==> config.mk <==
export PLATFORM = sky130hd
export DESIGN_NAME = ins_encoder
export DESIGN_NICKNAME = d
export VERILOG_FILES = /design/src/rtl/ins_encoder.sv
export SDC_FILE = /design/constraint.sdc
export NUM_CORES = 1
export LEC_CHECK = 0
export ABC_AREA = 1
export CORE_UTILIZATION = 35
export DETAILED_ROUTE_END_ITERATION = 8
export GPL_TIMING_DRIVEN = 0
export PLACE_DENSITY = 0.62
export SYNTH_ARGS = -nofsm -noshare
export SYNTH_HDL_FRONTEND = slang
export SYNTH_SLANG_ARGS = --single-unit
export TNS_END_PERCENT = 100
==> constraint.sdc <==
create_clock -name i_clk -period 2 [get_ports i_clk]
set_clock_uncertainty 0.05 [all_clocks]
set_input_delay 0.5 -clock i_clk [delete_from_list [all_inputs] [get_ports i_clk]]
set_output_delay 0.5 -clock i_clk [all_outputs]
set_load 0.1 [all_outputs]
==> src/rtl/ins_encoder.sv <==
// ins_encoder: packs decoded RV32I fields into 32-bit instruction words,
// checks that the immediate fits the target format, and streams each word
// with its instruction-memory byte address over a valid/ready interface.
module ins_encoder #(
  parameter int ADDR_W      = 32,
  parameter int DEPTH       = 1024,
  parameter int STOP_ON_ERR = 1
) (
  input  logic              i_clk,
  input  logic              i_rst,
  input  logic              i_start,
  input  logic [ADDR_W-1:0] i_base_addr,
  input  logic              i_valid,
  output logic              o_ready,
  input  logic [6:0]        i_opcode,
  input  logic [4:0]        i_rd,
  input  logic [4:0]        i_rs1,
  input  logic [4:0]        i_rs2,
  input  logic [2:0]        i_funct3,
  input  logic [6:0]        i_funct7,
  input  logic [31:0]       i_imm,
  output logic              o_valid,
  input  logic              i_ready,
  output logic [31:0]       o_ins,
  output logic [ADDR_W-1:0] o_addr,
  output logic              o_err,
  output logic [1:0]        o_err_code,
  output logic              o_done,
  output logic              o_halt
);

  // Word counter is wide enough to hold DEPTH itself.
  localparam int CNT_W = $clog2(DEPTH + 1);
  localparam logic [CNT_W-1:0] LAST_CNT = CNT_W'(DEPTH - 1);

  localparam logic [6:0] OP_REG    = 7'b0110011;
  localparam logic [6:0] OP_LOAD   = 7'b0000011;
  localparam logic [6:0] OP_JALR   = 7'b1100111;
  localparam logic [6:0] OP_IMM    = 7'b0010011;
  localparam logic [6:0] OP_STORE  = 7'b0100011;
  localparam logic [6:0] OP_BRANCH = 7'b1100011;
  localparam logic [6:0] OP_LUI    = 7'b0110111;
  localparam logic [6:0] OP_AUIPC  = 7'b0010111;
  localparam logic [6:0] OP_JAL    = 7'b1101111;

  localparam logic [1:0] ERR_NONE  = 2'b00;
  localparam logic [1:0] ERR_RANGE = 2'b01;
  localparam logic [1:0] ERR_MISAL = 2'b10;
  localparam logic [1:0] ERR_UNSUP = 2'b11;

  typedef enum logic [1:0] {
    ST_IDLE = 2'b00,
    ST_RUN  = 2'b01,
    ST_DONE = 2'b10,
    ST_HALT = 2'b11
  } state_t;

  state_t              state_r;
  logic [ADDR_W-1:0]   addr_r;
  logic [CNT_W-1:0]    count_r;
  logic                valid_r;
  logic [31:0]         ins_r;
  logic [ADDR_W-1:0]   out_addr_r;
  logic [1:0]          code_r;
  logic                err_r;
  logic                done_r;
  logic                halt_r;

  logic [31:0]         enc_ins_s;
  logic [1:0]          enc_code_s;
  logic                ready_s;
  logic                accept_s;
  logic [ADDR_W-1:0]   base_aligned_s;

  // Signed 12-bit immediate: bits [31:11] must all match the sign.
  function automatic logic fits_i12(input logic [31:0] v);
    return (v[31:11] == {21{1'b0}}) || (v[31:11] == {21{1'b1}});
  endfunction

  // Signed 13-bit branch offset: bits [31:12] must all match the sign.
  function automatic logic fits_b13(input logic [31:0] v);
    return (v[31:12] == {20{1'b0}}) || (v[31:12] == {20{1'b1}});
  endfunction

  // Signed 21-bit jump offset: bits [31:20] must all match the sign.
  function automatic logic fits_j21(input logic [31:0] v);
    return (v[31:20] == {12{1'b0}}) || (v[31:20] == {12{1'b1}});
  endfunction

  // Unsigned 5-bit shift amount.
  function automatic logic fits_sh5(input logic [31:0] v);
    return (v[31:5] == {27{1'b0}});
  endfunction

  assign base_aligned_s = i_base_addr & ~ADDR_W'(3);
  assign ready_s        = (state_r == ST_RUN) && (!valid_r || i_ready) && !i_start;
  assign accept_s       = i_valid && ready_s;

  assign o_ready    = ready_s;
  assign o_valid    = valid_r;
  assign o_ins      = ins_r;
  assign o_addr     = out_addr_r;
  assign o_err      = err_r;
  assign o_err_code = code_r;
  assign o_done     = done_r;
  assign o_halt     = halt_r;

  // Field packing and immediate checks; misalignment outranks range.
  always_comb begin
    enc_ins_s  = 32'd0;
    enc_code_s = ERR_NONE;
    case (i_opcode)
      OP_REG: begin
        enc_ins_s  = {i_funct7, i_rs2, i_rs1, i_funct3, i_rd, i_opcode};
        enc_code_s = ERR_NONE;
      end
      OP_LOAD, OP_JALR: begin
        enc_ins_s = {i_imm[11:0], i_rs1, i_funct3, i_rd, i_opcode};
        if (fits_i12(i_imm)) enc_code_s = ERR_NONE;
        else                 enc_code_s = ERR_RANGE;
      end
      OP_IMM: begin
        if ((i_funct3 == 3'b001) || (i_funct3 == 3'b101)) begin
          enc_ins_s = {i_funct7, i_imm[4:0], i_rs1, i_funct3, i_rd, i_opcode};
          if (fits_sh5(i_imm)) enc_code_s = ERR_NONE;
          else                 enc_code_s = ERR_RANGE;
        end else begin
          enc_ins_s = {i_imm[11:0], i_rs1, i_funct3, i_rd, i_opcode};
          if (fits_i12(i_imm)) enc_code_s = ERR_NONE;
          else                 enc_code_s = ERR_RANGE;
        end
      end
      OP_STORE: begin
        enc_ins_s = {i_imm[11:5], i_rs2, i_rs1, i_funct3, i_imm[4:0], i_opcode};
        if (fits_i12(i_imm)) enc_code_s = ERR_NONE;
        else                 enc_code_s = ERR_RANGE;
      end
      OP_BRANCH: begin
        enc_ins_s = {i_imm[12], i_imm[10:5], i_rs2, i_rs1, i_funct3,
                     i_imm[4:1], i_imm[11], i_opcode};
        if (i_imm[0])               enc_code_s = ERR_MISAL;
        else if (!fits_b13(i_imm))  enc_code_s = ERR_RANGE;
        else                        enc_code_s = ERR_NONE;
      end
      OP_LUI, OP_AUIPC: begin
        enc_ins_s = {i_imm[31:12], i_rd, i_opcode};
        if (i_imm[11:0] != 12'd0) enc_code_s = ERR_MISAL;
        else                      enc_code_s = ERR_NONE;
      end
      OP_JAL: begin
        enc_ins_s = {i_imm[20], i_imm[10:1], i_imm[11], i_imm[19:12], i_rd, i_opcode};
        if (i_imm[0])               enc_code_s = ERR_MISAL;
        else if (!fits_j21(i_imm))  enc_code_s = ERR_RANGE;
        else                        enc_code_s = ERR_NONE;
      end
      default: begin
        enc_ins_s  = 32'd0;
        enc_code_s = ERR_UNSUP;
      end
    endcase
  end

  // Control FSM, address/count tracking and the registered output stage.
  always_ff @(posedge i_clk) begin
    if (i_rst) begin
      state_r    <= ST_IDLE;
      addr_r     <= '0;
      count_r    <= '0;
      valid_r    <= 1'b0;
      ins_r      <= 32'd0;
      out_addr_r <= '0;
      code_r     <= ERR_NONE;
      err_r      <= 1'b0;
      done_r     <= 1'b0;
      halt_r     <= 1'b0;
    end else if (i_start) begin
      // A restart drops any beat still waiting downstream.
      state_r <= ST_RUN;
      addr_r  <= base_aligned_s;
      count_r <= '0;
      valid_r <= 1'b0;
      done_r  <= 1'b0;
      halt_r  <= 1'b0;
    end else if (accept_s) begin
      valid_r    <= 1'b1;
      ins_r      <= enc_ins_s;
      out_addr_r <= addr_r;
      code_r     <= enc_code_s;
      err_r      <= (enc_code_s != ERR_NONE);
      addr_r     <= addr_r + ADDR_W'(4);
      count_r    <= count_r + CNT_W'(1);
      if ((STOP_ON_ERR != 0) && (enc_code_s != ERR_NONE)) begin
        state_r <= ST_HALT;
        halt_r  <= 1'b1;
      end else if (count_r == LAST_CNT) begin
        state_r <= ST_DONE;
        done_r  <= 1'b1;
      end else begin
        state_r <= ST_RUN;
      end
    end else if (valid_r && i_ready) begin
      valid_r <= 1'b0;
    end else begin
      valid_r <= valid_r;
    end
  end

endmodule

==> qor.csv <==
metric;value;unit
total_power;5.193;mW
critPathArrivalTime;2.15;ns
critPathMaxStageDelay;0.60;ns
syn_area;5909;µm²
p_sw_frac;0.3058;
fin_area;8586;µm²
worstPathMaxFanout;4;
worstPathCellList;clkdlybuf4s50_1, nand2_1, nor2_1, nand2_1, nor2_1, nand2_1, nand3_2, nand2_2, nor2_4, nand2_2, nand2_2, nand2_1, nand2_1, inv_1;
clock_path_buffers;2;
synth-seq-cells;111;
worst_skew_pair.late_latency;0.36;ns
grt_max_degree;19;
area_growth_syn_to_layout;45.29;%
vias;6622;
timing.final.crit_share;0.9739;
synth-seq-area-share;0.3760;
endpoint_kind;flop;
start_util;0.3576;
yosys-mux-area-fraction;0;
crit_slowest_cell;clkdlybuf4s50_1;
layout_setup_ws;0.05217;ns
p_sw;1.588;mW
status;finished, final reports clean;
grt_usage;0.2431;
critPathTopFamily;simple AND/OR/NAND/NOR gates;
final_nets;1204;
core-area;16520;µm²
setup_tns;0;ns
path_buf_inv;2;
io-pin-count;172;
dpl-instance-area;7854;µm²
hold_buffers;0;
drcViolationCount;0;
overflow;0;
synth_xor_area_frac;0.01037;
pwr-share-seq;0.451;
cts.sinks;111;
min_from;o_done;
worstMarginPinSlew;0.7177;ns
finalWirelength;21190;µm
finalHoldViolCount;0;
yosysWarnings;0;
yosys.area_share.simple;0.3405;
synth_compound_gate_area_share;0.1732;
io_buffers;166;
drt_iter0_drc;505;
maxSlewViolCount;0;
synth.avg_cell_area;6.444;µm²
setup_viol;0;
vias_per_cell;4.994;
synth-adder-area-share;0.004235;
async_flop_share;0;
die-area;17410;µm²
p_int;3.605;mW
r2r-start;addr_r[14];
max_freq;513.4;MHz
num_rows;47;
power_leakage;3.568;nW
htree_num_levels;3;
synth_edf_count;0;
cts_tree;yes;
ant_nets;0;
hold_class;reg -> reg;
fillerInstances;1660;
wl_per_cell;15.98;µm
diodes;0;
synth_ff_type;dfxtp_1;
synth_cells;917;
slew_headroom;0.5216;
path_clk_slew;0.08;ns
cts-root-buf;clkbuf_16;
grt_pass1_wl;32770;µm
antenna_found_initial;0;
gp_congestion;0.9401;
p_comb_frac;0.193;
cts_buffers;9;
crit_required;2.21;ns
drive_gt1_frac;0.1700;
path_common_cell;nand2_1;
cap_violations;0;
power_frac_clock;0.356;
criticalPathCategory;in -> reg;
dp_slack;-0.9160;ns
grt_pass1_vias;6068;
yosysUniqueCellTypes;44;
dpl.hpwl;16240;µm
power_density;604.9;nW/µm²
startpoint;i_imm[23];
synth_top_family_by_area;simple AND/OR/NAND/NOR gates;
critPathLaunchType;input pin;
die_x;131.9;µm
fin_crit;1.948;ns
die_h;131.9;µm
first_pass_iters;7;
ir_drop;0.0004320;V
-- sequential cells by signal (all words and copies together) (netlist names) --
register	count
o_addr	30
o_err	1
state_r	2
count_r	11
addr_r	30
o_err_code	2
o_done	1
o_ins	32
o_halt	1
o_valid	1
-- routing by layer --
metal | global-route usage | wire, µm
met1 | 0.3362 | 10080
met2 | 0.3742 | 9404
met3 | 0.04767 | 1038
met4 | 0.08786 | 671
met5 | 0 | 0
-- final timing paths --
kind	cells past startpoint	endpoint	slack, ns
max	14	o_err_code[0]	0.05
max reg2reg	11	addr_r[26]	0.13
min	2	o_done	0.41
min reg2reg	2	o_done	0.41
-- power groups by stage --
stage	logic, mW	registers (mW)	clock network, mW
after floorplan	0.327	2.61	0
after detailed placement	0.974	2.39	0
after global placement	0.972	2.39	0
final	1.00	2.34	1.85
after global routing	1.07	2.35	1.97
after CTS	0.978	2.34	1.88
-- cells in the final DEF (no fill, tap or decap), types with 4 or more instances in the layout --
| cell | Yosys | final |
|---|---|---|
| o21ai_0 | 73 | 73 |
| nor2_4 | 2 | 14 |
| buf_2 | 14 | 12 |
| nor2_2 | 6 | 12 |
| buf_4 | 4 | 10 |
| nand3_1 | 50 | 44 |
| nor3_2 | 3 | 4 |
| clkdlybuf4s50_1 | 0 | 77 |
| dfxtp_1 | 111 | 107 |
| inv_2 | 5 | 4 |
| a22oi_1 | 7 | 7 |
| nand2_1 | 248 | 235 |
| a21oi_1 | 72 | 71 |
| o22ai_1 | 8 | 8 |
| clkbuf_1 | 16 | 12 |
| nand2_4 | 1 | 6 |
| nand4_1 | 15 | 15 |
| nor3_1 | 14 | 13 |
| clkbuf_2 | 0 | 6 |
| dlymetal6s2s_1 | 0 | 18 |
| xor2_1 | 6 | 6 |
| nor2_1 | 114 | 96 |
| nand2_2 | 3 | 11 |
| clkdlybuf4s15_2 | 0 | 68 |
| clkinvlp_4 | 0 | 4 |
| nand3_2 | 3 | 7 |
| a31oi_1 | 7 | 7 |
| dfxtp_2 | 0 | 4 |
| inv_1 | 97 | 95 |
| clkbuf_16 | 0 | 9 |
| o211ai_1 | 7 | 7 |
| a211oi_1 | 4 | 4 |
-- logic make-up after synthesis --
kind of cell    Yosys count
buf+inv                 139
fa+ha+maj                 2
simple gates            470
xor+xnor                  7
compound gates          187
other cells               1
flops                   111
-- worst reg2reg max path, stage by stage (launching register included) --
cell	delay [ns]
dfxtp_1	0.44
nand2_1	0.12
nor3_1	0.27
nand4_1	0.14
buf_4	0.19
inv_2	0.09
nand2_1	0.09
nor2_1	0.14
a21oi_1	0.08
o21ai_0	0.07
nand2_1	0.07
inv_1	0.07
-- final cells by class --
| cell class | count | area [µm²] | area share |
|---|---|---|---|
| clock buffers | 10 | 229.0 | 0.02667 |
| well taps | 220 | 275.3 | 0.03206 |
| multi-input cells | 668 | 3353 | 0.3906 |
| inverters | 102 | 392.9 | 0.04576 |
| flip-flops and latches | 111 | 2227 | 0.2594 |
| plain buffers | 37 | 195.2 | 0.02273 |
| clock inverters | 6 | 68.82 | 0.008015 |
| repair buffers | 172 | 1844 | 0.2148 |
-- metrics by stage --
| stage | std cells | util | hold slack [ns] |
|---|---|---|---|
| 5_1_grt | 1326 | 0.5196 | 0.4282 |
| 3_5_place_dp | 1304 | 0.4753 | 0.3938 |
| 6_report | 1326 | 0.5196 | 0.4079 |
| 4_1_cts | 1322 | 0.5034 | 0.4133 |
| 3_3_place_gp | 1304 | 0.4753 | 0.3901 |
| 2_1_floorplan | 918 | - | 0.4012 |
-- timing repair --
item	in CTS	in global routing
setup endpoints to repair	98	57
pin swaps	3	12
gates resized for setup	232	82
setup buffers	2	4
-- synth_stat cells (7+ instances only) --
library cell  instances  area share
nand3_1              50       0.042
o21ai_0              73       0.062
inv_1                97       0.062
nor2_1              114       0.072
clkbuf_1             16       0.010
a31oi_1               7      0.0074
a21oi_1              72       0.061
nand2_1             248        0.16
dfxtp_1             111        0.38
a22oi_1               7      0.0089
nand4_1              15       0.016
nor3_1               14       0.012
o211ai_1              7      0.0089
buf_2                14       0.012
o22ai_1               8      0.0085
No activity file was read; power rests on OpenSTA's default activity.
